## src/rtl/ir_pkg.sv

```systemverilog
// Colour codes, sequencer state encoding and the per-colour carrier/burst timing table
// shared by the IR packet sequencer and its carrier generator.
package ir_pkg;

   localparam logic [3:0] COLOUR_BLUE     = 4'b1000;
   localparam logic [3:0] COLOUR_YELLOW   = 4'b1001;
   localparam logic [3:0] COLOUR_GREEN    = 4'b1010;
   localparam logic [3:0] COLOUR_RED      = 4'b1011;
   localparam logic [3:0] COLOUR_NOCOLOUR = 4'b1100;

   typedef enum logic [2:0] {
      ST_IDLE,
      ST_START,
      ST_GAP,
      ST_SELECT,
      ST_BIT,
      ST_FINISH
   } state_t;

   // Half-period in clock cycles, all other fields in carrier periods.
   typedef struct packed {
      logic [10:0] half;
      logic [7:0]  start;
      logic [7:0]  gap;
      logic [7:0]  select;
      logic [7:0]  bit_on;
      logic [7:0]  bit_off;
   } timing_t;

   function automatic logic colour_valid(input logic [3:0] colour);
      return colour[3:2] == 2'b10;
   endfunction

   function automatic timing_t colour_timing(input logic [3:0] colour);
      timing_t t;
      case (colour)
         COLOUR_YELLOW: t = '{half: 11'd1250, start: 8'd88,  gap: 8'd40, select: 8'd22,
                              bit_on: 8'd44, bit_off: 8'd22};
         COLOUR_GREEN:  t = '{half: 11'd1333, start: 8'd88,  gap: 8'd40, select: 8'd44,
                              bit_on: 8'd44, bit_off: 8'd22};
         COLOUR_RED:    t = '{half: 11'd1389, start: 8'd192, gap: 8'd24, select: 8'd24,
                              bit_on: 8'd48, bit_off: 8'd24};
         default:       t = '{half: 11'd1389, start: 8'd191, gap: 8'd25, select: 8'd47,
                              bit_on: 8'd47, bit_off: 8'd22};
      endcase
      return t;
   endfunction

endpackage

```

## src/rtl/ir_packet_sequencer_if.sv

```systemverilog
// Request/status bundle between the trigger chain and the IR packet sequencer.
interface ir_packet_sequencer_if;

   logic       SEND;
   logic [3:0] COLOUR;
   logic [3:0] COMMAND;
   logic       IR_LED;
   logic       BUSY;
   logic       DONE;

   modport master (
      output SEND, COLOUR, COMMAND,
      input  IR_LED, BUSY, DONE
   );

   modport slave (
      input  SEND, COLOUR, COMMAND,
      output IR_LED, BUSY, DONE
   );

endinterface

```

## src/rtl/ir_carrier_gen.sv

```systemverilog
// Square-wave carrier: high for the first half of each period, low for the second,
// with a pulse on the last cycle of every period.
module ir_carrier_gen #(
   parameter int unsigned HALF_CNT_WIDTH = 11
) (
   input  logic                      clk,
   input  logic                      rst,
   input  logic                      clear,
   input  logic [HALF_CNT_WIDTH-1:0] half,
   output logic                      carrier,
   output logic                      period_end
);

   logic [HALF_CNT_WIDTH-1:0] half_cnt;
   logic [HALF_CNT_WIDTH-1:0] half_last;
   logic                      phase;
   logic                      half_end;

   assign half_last = half - HALF_CNT_WIDTH'(1);
   assign half_end  = (half_cnt == half_last);

   always_ff @(posedge clk or posedge rst) begin
      if (rst) begin
         half_cnt <= '0;
         phase    <= 1'b0;
      end else if (clear) begin
         half_cnt <= '0;
         phase    <= 1'b0;
      end else if (half_end) begin
         half_cnt <= '0;
         phase    <= ~phase;
      end else begin
         half_cnt <= half_cnt + HALF_CNT_WIDTH'(1);
      end
   end

   assign carrier    = ~phase;
   assign period_end = phase & half_end;

endmodule

```

## src/rtl/ir_packet_sequencer.sv

```systemverilog
// Sends one IR car-control packet (start, select, four command bits, each followed by a gap)
// on every accepted SEND, gating the colour-specific carrier onto IR_LED during bursts.
module ir_packet_sequencer
   import ir_pkg::*;
#(
   parameter int unsigned PERIOD_CNT_WIDTH = 8,
   parameter int unsigned HALF_CNT_WIDTH   = 11,
   parameter int unsigned HALF_OVERRIDE    = 0
) (
   input logic                  CLK,
   input logic                  RESET,
   ir_packet_sequencer_if.slave bus
);

   state_t                      state;
   state_t                      state_next;
   logic [3:0]                  colour_q;
   logic [3:0]                  command_q;
   logic [2:0]                  step;
   logic [1:0]                  bit_idx;
   logic [PERIOD_CNT_WIDTH-1:0] period_cnt;
   logic [PERIOD_CNT_WIDTH-1:0] seg_len;
   logic [HALF_CNT_WIDTH-1:0]   half;
   timing_t                     timing;
   logic                        carrier;
   logic                        period_end;
   logic                        seg_done;
   logic                        accept;
   logic                        clear;

   assign timing = colour_timing(colour_q);
   assign half   = (HALF_OVERRIDE != 0) ? HALF_CNT_WIDTH'(HALF_OVERRIDE)
                                        : HALF_CNT_WIDTH'(timing.half);
   assign accept = (state == ST_IDLE) && bus.SEND && colour_valid(bus.COLOUR);
   assign clear  = (state == ST_IDLE) || (state == ST_FINISH);

   // step counts completed gaps; bursts after gaps 2..5 carry command bits 3..0.
   assign bit_idx = 2'(3'd5 - step);

   ir_carrier_gen #(
      .HALF_CNT_WIDTH(HALF_CNT_WIDTH)
   ) u_carrier (
      .clk       (CLK),
      .rst       (RESET),
      .clear     (clear),
      .half      (half),
      .carrier   (carrier),
      .period_end(period_end)
   );

   always_comb begin
      seg_len = '0;
      case (state)
         ST_START:  seg_len = PERIOD_CNT_WIDTH'(timing.start);
         ST_GAP:    seg_len = PERIOD_CNT_WIDTH'(timing.gap);
         ST_SELECT: seg_len = PERIOD_CNT_WIDTH'(timing.select);
         ST_BIT:    seg_len = command_q[bit_idx] ? PERIOD_CNT_WIDTH'(timing.bit_on)
                                                 : PERIOD_CNT_WIDTH'(timing.bit_off);
         default:   seg_len = '0;
      endcase
   end

   assign seg_done = period_end && (period_cnt == seg_len - PERIOD_CNT_WIDTH'(1));

   always_ff @(posedge CLK or posedge RESET) begin
      if (RESET) begin
         state      <= ST_IDLE;
         colour_q   <= '0;
         command_q  <= '0;
         step       <= '0;
         period_cnt <= '0;
      end else begin
         state <= state_next;
         if (accept) begin
            colour_q   <= bus.COLOUR;
            command_q  <= bus.COMMAND;
            step       <= '0;
            period_cnt <= '0;
         end else if (seg_done) begin
            period_cnt <= '0;
            if (state == ST_GAP)
               step <= step + 3'd1;
         end else if (period_end) begin
            period_cnt <= period_cnt + PERIOD_CNT_WIDTH'(1);
         end
      end
   end

   always_comb begin
      state_next = state;
      case (state)
         ST_IDLE:
            if (accept) state_next = ST_START;
         ST_START, ST_SELECT, ST_BIT:
            if (seg_done) state_next = ST_GAP;
         ST_GAP:
            if (seg_done) begin
               if (step == 3'd0)      state_next = ST_SELECT;
               else if (step == 3'd5) state_next = ST_FINISH;
               else                   state_next = ST_BIT;
            end
         ST_FINISH:
            state_next = ST_IDLE;
         default:
            state_next = ST_IDLE;
      endcase
   end

   always_comb begin
      bus.IR_LED = 1'b0;
      bus.BUSY   = 1'b0;
      bus.DONE   = 1'b0;
      case (state)
         ST_START, ST_SELECT, ST_BIT: begin
            bus.IR_LED = carrier;
            bus.BUSY   = 1'b1;
         end
         ST_GAP:
            bus.BUSY = 1'b1;
         ST_FINISH: begin
            bus.BUSY = 1'b1;
            bus.DONE = 1'b1;
         end
         default: ;
      endcase
   end

endmodule
```

## src/flat_wrapper.sv

```systemverilog
// flat-port wrapper written by rule: the top's interface ports become plain ports
module ir_packet_sequencer_flat import ir_pkg::*;
#(
   parameter int unsigned PERIOD_CNT_WIDTH = 8,
   parameter int unsigned HALF_CNT_WIDTH   = 11,
   parameter int unsigned HALF_OVERRIDE    = 0
)
  (CLK, RESET, bus_SEND, bus_COLOUR, bus_COMMAND, bus_IR_LED, bus_BUSY, bus_DONE);
  ir_packet_sequencer_if bus_i ();
  input logic CLK;
  input logic RESET;
  input wire logic [$bits(bus_i.SEND)-1:0] bus_SEND;
  input wire logic [$bits(bus_i.COLOUR)-1:0] bus_COLOUR;
  input wire logic [$bits(bus_i.COMMAND)-1:0] bus_COMMAND;
  output wire logic [$bits(bus_i.IR_LED)-1:0] bus_IR_LED;
  output wire logic [$bits(bus_i.BUSY)-1:0] bus_BUSY;
  output wire logic [$bits(bus_i.DONE)-1:0] bus_DONE;
  assign bus_i.SEND = bus_SEND;
  assign bus_i.COLOUR = bus_COLOUR;
  assign bus_i.COMMAND = bus_COMMAND;
  assign bus_IR_LED = bus_i.IR_LED;
  assign bus_BUSY = bus_i.BUSY;
  assign bus_DONE = bus_i.DONE;
  ir_packet_sequencer #(.PERIOD_CNT_WIDTH(PERIOD_CNT_WIDTH), .HALF_CNT_WIDTH(HALF_CNT_WIDTH), .HALF_OVERRIDE(HALF_OVERRIDE)) u_core (.CLK(CLK), .RESET(RESET), .bus(bus_i));
endmodule
```

## config.mk

```make
export PLATFORM = sky130hd
export DESIGN_NAME = ir_packet_sequencer_flat
export DESIGN_NICKNAME = d
export VERILOG_FILES = /design/src/rtl/ir_pkg.sv /design/src/rtl/ir_packet_sequencer_if.sv /design/src/rtl/ir_carrier_gen.sv /design/src/rtl/ir_packet_sequencer.sv /design/src/flat_wrapper.sv
export SDC_FILE = /design/constraint.sdc
export NUM_CORES = 1
export LEC_CHECK = 0
export ABC_AREA = 1
export BUFFER_PORTS_ARGS = -buffer_cell sky130_fd_sc_hd__buf_2
export CORE_MARGIN = 2
export CORE_UTILIZATION = 40
export DETAILED_ROUTE_END_ITERATION = 16
export SKIP_LAST_GASP = 1
export SLEW_MARGIN = 20
export SYNTH_ARGS = -nofsm -noshare
export SYNTH_HDL_FRONTEND = slang
export SYNTH_HIERARCHICAL = 1
export SYNTH_SLANG_ARGS = --single-unit
```

## constraint.sdc

```tcl
create_clock -name CLK -period 4.6 [get_ports CLK]
set_input_delay 0.23 -clock CLK [delete_from_list [all_inputs] [get_ports CLK]]
set_output_delay 0.23 -clock CLK [all_outputs]
set_load 0.02 [all_outputs]
```

==> results of run 1 <==
[final cells by class]
| cell class | count | area (sq um) | share of cell area (%) |
|---|---|---|---|
| multi-input combinational | 347 | 1710 | 55.2 |
| clock inverter | 1 | 30.0 | 0.971 |
| timing repair buffer | 15 | 82.6 | 2.67 |
| sequential | 34 | 851 | 27.5 |
| inverter | 60 | 226 | 7.32 |
| tap | 96 | 120 | 3.89 |
| clock buffer | 7 | 76.3 | 2.47 |
[cell usage in the layout (no fill, tap or decap), drive strengths merged, types with 2 or more instances in the layout]
| cell | instances |
|---|---|
| xnor2 | 6 |
| inv | 59 |
| nor2 | 68 |
| nand3b | 3 |
| nand4 | 5 |
| nor3 | 7 |
| ha | 7 |
| clkbuf | 7 |
| dfrtp | 34 |
| nand2 | 162 |
| o21ai | 7 |
| xor2 | 13 |
| conb | 7 |
| nand3 | 53 |
| o22ai | 2 |
| a21oi | 4 |
| buf | 14 |
[final timing paths]
check                                                start                            endpoint  slack [ns]  depth (start not counted)
min in group asynchronous                            RESET  u_core/u_carrier/phase$_DFFE_PP0P_        0.53                          3
min reg2reg                u_core/command_q[0]$_DFFE_PP0P_     u_core/command_q[0]$_DFFE_PP0P_        0.48                          2
min                                         bus_COMMAND[3]     u_core/command_q[3]$_DFFE_PP0P_        0.13                          3
max reg2reg                 u_core/colour_q[3]$_DFFE_PP0P_          u_core/step[0]$_DFFE_PP0P_        0.91                         27
max in group asynchronous                            RESET    u_core/period_cnt[6]$_DFFE_PP0P_        3.36                          3
max                         u_core/colour_q[3]$_DFFE_PP0P_          u_core/step[0]$_DFFE_PP0P_        0.91                         27
[cells by family (layout without fill, tap and decap cells)]
| kind of cell | Yosys count | count (layout) |
|---|---|---|
| compound gates | 15 | 15 |
| other cells | 2 | 7 |
| xor+xnor | 19 | 19 |
| buf+inv | 65 | 83 |
| flops | 34 | 34 |
| fa+ha+maj | 7 | 7 |
| simple gates | 299 | 299 |
[worst max-delay path: cells and delay by family (launching register included)]
kind                       cells  cell delay (ns)
buffers and inverters          4             0.49
adders and majority gates      1             0.30
DFF                            1             0.36
and+or+nand+nor               20             2.19
AOI/OAI and AO/OA              2             0.25
[stage by stage]
step                utilization [%]  instances  setup slack [ns]  power [mW]
floorplan                         -        446              1.34        1.34
global placement               43.8        551              1.01        1.54
detailed placement             43.8        551             0.917        1.55
CTS                            45.5        560             0.890        1.84
global route                   45.5        560             0.399        2.02
finish                         45.5        560             0.915        1.82
[registers in the layout (all words and copies together) (netlist names)]
register                   flops
u_core/colour_q                4
u_core/command_q               4
u_core/period_cnt              8
u_core/state                   3
u_core/step                    3
u_core/u_carrier/half_cnt     11
u_core/u_carrier/phase         1
[power breakdown]
part	internal, mW	switching, mW
Clock	0.162	0.113
Combinational	0.370	0.734
Sequential	0.367	0.0767
[metal layers]
layer | vias up | GRT usage [%] | share of wire, %
met5 | - | 0 | 0
met4 | 0 | 8.25 | 2.5
met3 | 13 | 3.20 | 2.5
met2 | 30 | 32.6 | 49
met1 | 1176 | 22.4 | 46
li1 | 1407 | - | -
==> qor.csv, run 1 <==
stage,metric,value,unit
run_status,outcome,finished clean,
power,vdd_drop_max,0.000337,V
route,post_drt_via_cell_ratio,4.69,
synth,post_synth_num_cell_types,31,
clocking,clock_sinks,34,
synth,synth.area.mux_share,0,%
clocking,tritoncts,built,
synth,synth_top_family_by_area,simple AND/OR/NAND/NOR gates,
grt,grt-ovfl-total,0,
synth,syn-instance-count,441,
synth,dominantRegCellSynth,sky130_fd_sc_hd__dfrtp_1,
floorplanning,die_width,87.7,um
clocking,clock_tree.buffer_depth,2,
synth,synth-seq-cells,34,
synth,syn_area_per_cell,6.36,sq um
synth,ys_seq_area_share,30.4,%
final_layout,post-route-cell-area,3090,sq um
grt,grt_max_degree,23,
sta,timing.max_slew.rel_slack,40.9,%
synth,mappedNetlistArea,2800,sq um
route,dr.first_iter.drc_count,74,
power,p_per_area,590,nW/um^2
sta,finalMaxSlewViolations,0,
clocking,cts_repair_resize_count,0,
clocking,cts.htree.levels,2,
final_layout,layout-drive-gt1-share,12.1,%
synth,synth_compound_gate_area_share,3.13,%
power,total_leakage_power,1.64,nW
route,finalWirelength,6350,um
place,detailed_place.area,2980,sq um
synth,synthTopCellsByArea,"sky130_fd_sc_hd__dfrtp_1, sky130_fd_sc_hd__nand2_1, sky130_fd_sc_hd__nand3_1",
grt,globalRouteTotalUtil,18.7,%
worst_setup_path,path_common_cell,sky130_fd_sc_hd__nand2_1,
synth,synthArstFlopShare,100,%
synth,synthAdderAreaFrac,3.13,%
clocking,clk_transition_reported_paths,0.07,ns
floorplanning,fp.dieH,87.7,um
worst_setup_path,crit_path_start_kind,register,
grt,initial_antenna_violation_count,0,
synth,synth_most_common_cell,sky130_fd_sc_hd__nand2_1,
final_layout,nets,481,
floorplanning,floorplan.core_area,6790,sq um
sta,slew_at_the_pin_with_the_worst_max_slew_slack,0.885,ns
place,place_congestion,0.927,
synth,synth_common_cells,"sky130_fd_sc_hd__nand2_1, sky130_fd_sc_hd__inv_1, sky130_fd_sc_hd__nor2_1",
clocking,postCtsSetupBuffers,0,
route,antenna_violating_nets_post_route,0,
flow_run,max-cap-violations,0,
floorplanning,core.rowCount,30,
worst_setup_path,critPathCaptureType,register,
synth,ys.warnings.count,6,
synth,synth_top_area_share,30.4,%
worst_setup_path,data_arrival_time_of_the_critical_path,3.87,ns
worst_setup_path,critPathMaxFanout,12,
synth,synth_edf_count,0,
route,drc_errors,0,
sta,hold_viol_final,0,
clocking,clock_tree.root_cell,sky130_fd_sc_hd__clkbuf_8,
synth,yosys.area.top_type,sky130_fd_sc_hd__dfrtp_1,
synth,synth_xor_xnor_area_share,5.94,%
final_layout,fillCellCount,729,
sta,fmax,271,MHz
sta,clock_skew,0.00936,ns
final_layout,num_antenna_cells,0,
route,detailed_route_via_count,2626,
clocking,clk-insertion-delay-late,0.29,ns
clocking,cts-buffers-inserted,5,
worst_setup_path,criticalPathCategory,register to register,
route,avg_wl_per_cell,11.3,um
grt,via_count_of_the_first_global_routing_pass,2607,
grt,grt_first_pass_wirelength,11300,um
worst_hold_path,path_type_of_the_worst_min_delay_path,input port to register,
route,first_pass_iters,4,
place,io_buf_count,13,
synth,post_synth_and_or_nand_nor_area_fraction,47.7,%
floorplanning,die-area,7690,sq um
sta,grt_setup_unrepaired,false,
final_layout,synthToLayoutAreaGrowth,10.3,%
worst_setup_path,crit_path_top_delay_cell,sky130_fd_sc_hd__dfrtp_1,
sta,fin_setup_tns,0,ns
worst_setup_path,worst-endpoint-required,4.78,ns
clocking,cts-hold-fix-buffers,1,
floorplanning,pin_count,14,
worst_setup_path,max_stage_delay,0.36,ns
place,dp_hpwl,5030,um
sta,fin_crit_sh,80.1,%
sta,layout_min_cycle_time,3.69,ns
floorplanning,effective_utilization_at_floorplan,41.3,%
sta,setup_viol_count_final,0,
sta,timing.hold.ws,0.127,ns
No activity file was read; power rests on OpenSTA's default activity.
==> run 2: changes to the inputs <==
==> constraint.sdc (replaced) <==
create_clock -name CLK -period 3.2 [get_ports CLK]
set_input_delay 0.16 -clock CLK [delete_from_list [all_inputs] [get_ports CLK]]
set_output_delay 0.16 -clock CLK [all_outputs]
set_load 0.02 [all_outputs]
==> qor.csv, run 2 (same netlist as run 1, synthesis figures left out) <==
stage,metric,value,unit,change
final_layout,layout-drive-gt1-share,18.0,%,+5.9 points
sta,slew_at_the_pin_with_the_worst_max_slew_slack,0.858,ns,-0.0276 ns
grt,globalRouteTotalUtil,18.1,%,-0.58 points
floorplanning,die-area,7690,sq um,unchanged
floorplanning,core.rowCount,30,,unchanged
floorplanning,fp.dieH,87.7,um,unchanged
worst_setup_path,critPathMaxFanout,8,,-4
final_layout,fillCellCount,713,,-2.2%
route,detailed_route_via_count,2652,,+0.99%
route,finalWirelength,6360,um,+0.13%
grt,grt_first_pass_wirelength,11100,um,-2.0%
place,detailed_place.area,3010,sq um,+1.2%
flow_run,max-cap-violations,0,,unchanged
route,dr.first_iter.drc_count,77,,+4.1%
grt,grt_max_degree,23,,unchanged
route,avg_wl_per_cell,11.2,um,-1.5%
clocking,clk-insertion-delay-late,0.29,ns,about the same
final_layout,layout.core_utilization,48.0,%,+2.5 points
clocking,cts-buffers-inserted,5,,unchanged
place,placed_cells_incl_taps,555,,+0.73%
sta,timing.max_slew.rel_slack,42.8,%,+1.8 points
run_status,outcome,finished clean,,
clocking,cts.htree.levels,2,,unchanged
power,total_leakage_power,1.70,nW,+3.8%
sta,fmax,331,MHz,+22%
sta,clock_skew,0.00652,ns,-0.00284 ns
floorplanning,floorplan.core_area,6790,sq um,unchanged
final_layout,synthToLayoutAreaGrowth,16.4,%,
grt,via_count_of_the_first_global_routing_pass,2568,,-1.5%
floorplanning,effective_utilization_at_floorplan,41.3,%,unchanged
place,io_buf_count,13,,unchanged
grt,grt-ovfl-total,0,,unchanged
clocking,clock_tree.buffer_depth,2,,unchanged
final_layout,finish.cell_count_without_fillers,569,,+1.6%
sta,fin_crit_sh,94.4,%,+14 points
worst_setup_path,critPathCaptureType,register,,
power,total_power,2.78,mW,+52%
final_layout,largest_register,u_core/u_carrier/half_cnt,,
floorplanning,pin_count,14,,unchanged
final_layout,final_cell_mix,"sky130_fd_sc_hd__nand2_1, sky130_fd_sc_hd__inv_1, sky130_fd_sc_hd__nor2_1, sky130_fd_sc_hd__nand3_1, sky130_fd_sc_hd__dfrtp_1",,
worst_setup_path,worst-endpoint-required,3.38,ns,-1.40 ns
worst_setup_path,criticalPathCategory,register to register,,
final_layout,largest_register_ff_count,11,,unchanged
clocking,clock_tree.root_cell,sky130_fd_sc_hd__clkbuf_8,,
sta,timing.hold.ws,0.0628,ns,-0.0645 ns
clocking,tritoncts,built,,
route,antenna_violating_nets_post_route,0,,unchanged
place,pre_cts_slack,0.119,ns,-0.798 ns
final_layout,largestRegisters,"u_core/u_carrier/half_cnt (11), u_core/period_cnt (8)",,
clocking,clock_sinks,34,,unchanged
place,place_congestion,0.947,,+2.2%
route,drc_errors,0,,unchanged
clocking,clk_transition_reported_paths,0.07,ns,about the same
sta,fin_setup_tns,0,ns,unchanged
final_layout,post-route-cell-area,3260,sq um,+5.5%
sta,timing.final.ws_setup,0.181,ns,-0.734 ns
power,p_per_area,852,nW/um^2,+44%
final_layout,num_antenna_cells,0,,unchanged
route,first_pass_iters,4,,unchanged
final_layout,nets,490,,+1.9%
worst_setup_path,data_arrival_time_of_the_critical_path,3.20,ns,-0.67 ns
sta,hold_viol_final,0,,unchanged
floorplanning,die_width,87.7,um,unchanged
sta,grt_setup_unrepaired,true,,
sta,setup_viol_count_final,0,,unchanged
power,vdd_drop_max,0.000440,V,+31%
worst_setup_path,setup.reg_to_reg.worst_slack,0.18,ns,-0.73 ns
grt,initial_antenna_violation_count,0,,unchanged
sta,finalMaxSlewViolations,0,,unchanged
worst_setup_path,crit_path_start_kind,register,,
place,dp_hpwl,5090,um,+1.3%
sta,layout_min_cycle_time,3.02,ns,-0.666 ns
worst_hold_path,path_type_of_the_worst_min_delay_path,input port to register,,
final_layout,layout_commonest_cell,sky130_fd_sc_hd__nand2_1,,
route,post_drt_via_cell_ratio,4.66,,-0.61%
## run 2: changes by cell type in the layout (fill, tap and decap cells not counted), moves of 2 or more
cell / before / now
sky130_fd_sc_hd__nand2_1: 154 / 148
sky130_fd_sc_hd__inv_1: 55 / 51
sky130_fd_sc_hd__nor2_1: 55 / 50
sky130_fd_sc_hd__nand2_2: 8 / 11
sky130_fd_sc_hd__nor2_2: 11 / 13
sky130_fd_sc_hd__nor2_4: 2 / 5
sky130_fd_sc_hd__inv_2: 4 / 8
sky130_fd_sc_hd__buf_4: 1 / 9
sky130_fd_sc_hd__nand2_4: 0 / 3
## run 2: routing by layer
| layer | GRT usage [%] | up-vias | part of all wire, % |
|---|---|---|---|
| li1 | - | 1419 | - |
| met1 | 21.7 | 1192 | 45 |
| met2 | 33.3 | 36 | 52 |
| met3 | 3.11 | 5 | 2.7 |
| met4 | 4.90 | 0 | 1.1 |
| met5 | 0 | - | 0 |
## run 2: layout make-up
class                           instances  area [sq um]  area share (%)
Multi-Input combinational cell        347          1800            55.2
Sequential cell                        34           852            26.1
Inverter                               60           226            6.94
Timing Repair Buffer                   24           158            4.83
Tap cell                               96           120            3.68
Clock buffer                            7          76.3            2.34
Clock inverter                          1          30.0           0.921
## run 2: path summary, 6_finish.rpt
kind,start,cells past startpoint,to
setup / recovery,u_core/colour_q[3]$_DFFE_PP0P_,26,u_core/period_cnt[1]$_DFFE_PP0P_
setup reg to reg,u_core/colour_q[3]$_DFFE_PP0P_,26,u_core/period_cnt[1]$_DFFE_PP0P_
max in group asynchronous,RESET,3,u_core/colour_q[0]$_DFFE_PP0P_
min in group asynchronous,RESET,3,u_core/u_carrier/half_cnt[4]$_DFF_PP0_
hold reg to reg,u_core/command_q[2]$_DFFE_PP0P_,2,u_core/command_q[2]$_DFFE_PP0P_
hold / removal,bus_COMMAND[2],3,u_core/command_q[2]$_DFFE_PP0P_
## run 2: worst max-delay path, stage by stage, from the launching register on
cell,delay (ns)
sky130_fd_sc_hd__dfrtp_1,0.37
sky130_fd_sc_hd__inv_2,0.06
sky130_fd_sc_hd__nor2_4,0.15
sky130_fd_sc_hd__nand3_4,0.11
sky130_fd_sc_hd__inv_2,0.07
sky130_fd_sc_hd__inv_2,0.05
sky130_fd_sc_hd__ha_4,0.26
sky130_fd_sc_hd__inv_2,0.03
sky130_fd_sc_hd__nand2_2,0.06
sky130_fd_sc_hd__nand2_1,0.05
sky130_fd_sc_hd__nor2_1,0.10
sky130_fd_sc_hd__nand3_1,0.09
sky130_fd_sc_hd__nor2_1,0.12
sky130_fd_sc_hd__nand2_1,0.07
sky130_fd_sc_hd__nor2_2,0.11
sky130_fd_sc_hd__nand3_2,0.09
sky130_fd_sc_hd__nor2_2,0.13
sky130_fd_sc_hd__o21ai_1,0.07
sky130_fd_sc_hd__a21oi_1,0.11
sky130_fd_sc_hd__nand3_1,0.08
sky130_fd_sc_hd__nor2_1,0.12
sky130_fd_sc_hd__nand2_1,0.07
sky130_fd_sc_hd__nor2_2,0.12
sky130_fd_sc_hd__nand3_2,0.11
sky130_fd_sc_hd__nand2_4,0.12
sky130_fd_sc_hd__buf_8,0.15
sky130_fd_sc_hd__o22ai_2,0.06
## run 2: where the power goes
group	leakage, nW	total, mW	internal, mW	switching [mW]
Sequential	0.450	0.648	0.530	0.119
Clock	0.0524	0.385	0.233	0.152
Combinational	1.20	1.75	0.629	1.12
## run 2: repair_timing
action / 4_1_cts / 5_1_grt
endpoints found under the setup margin: 0 / 14
endpoints found under the hold margin: 12 / 0
buffers inserted: 0 / 5
hold buffers: 1 / 0
resized for setup: 0 / 30
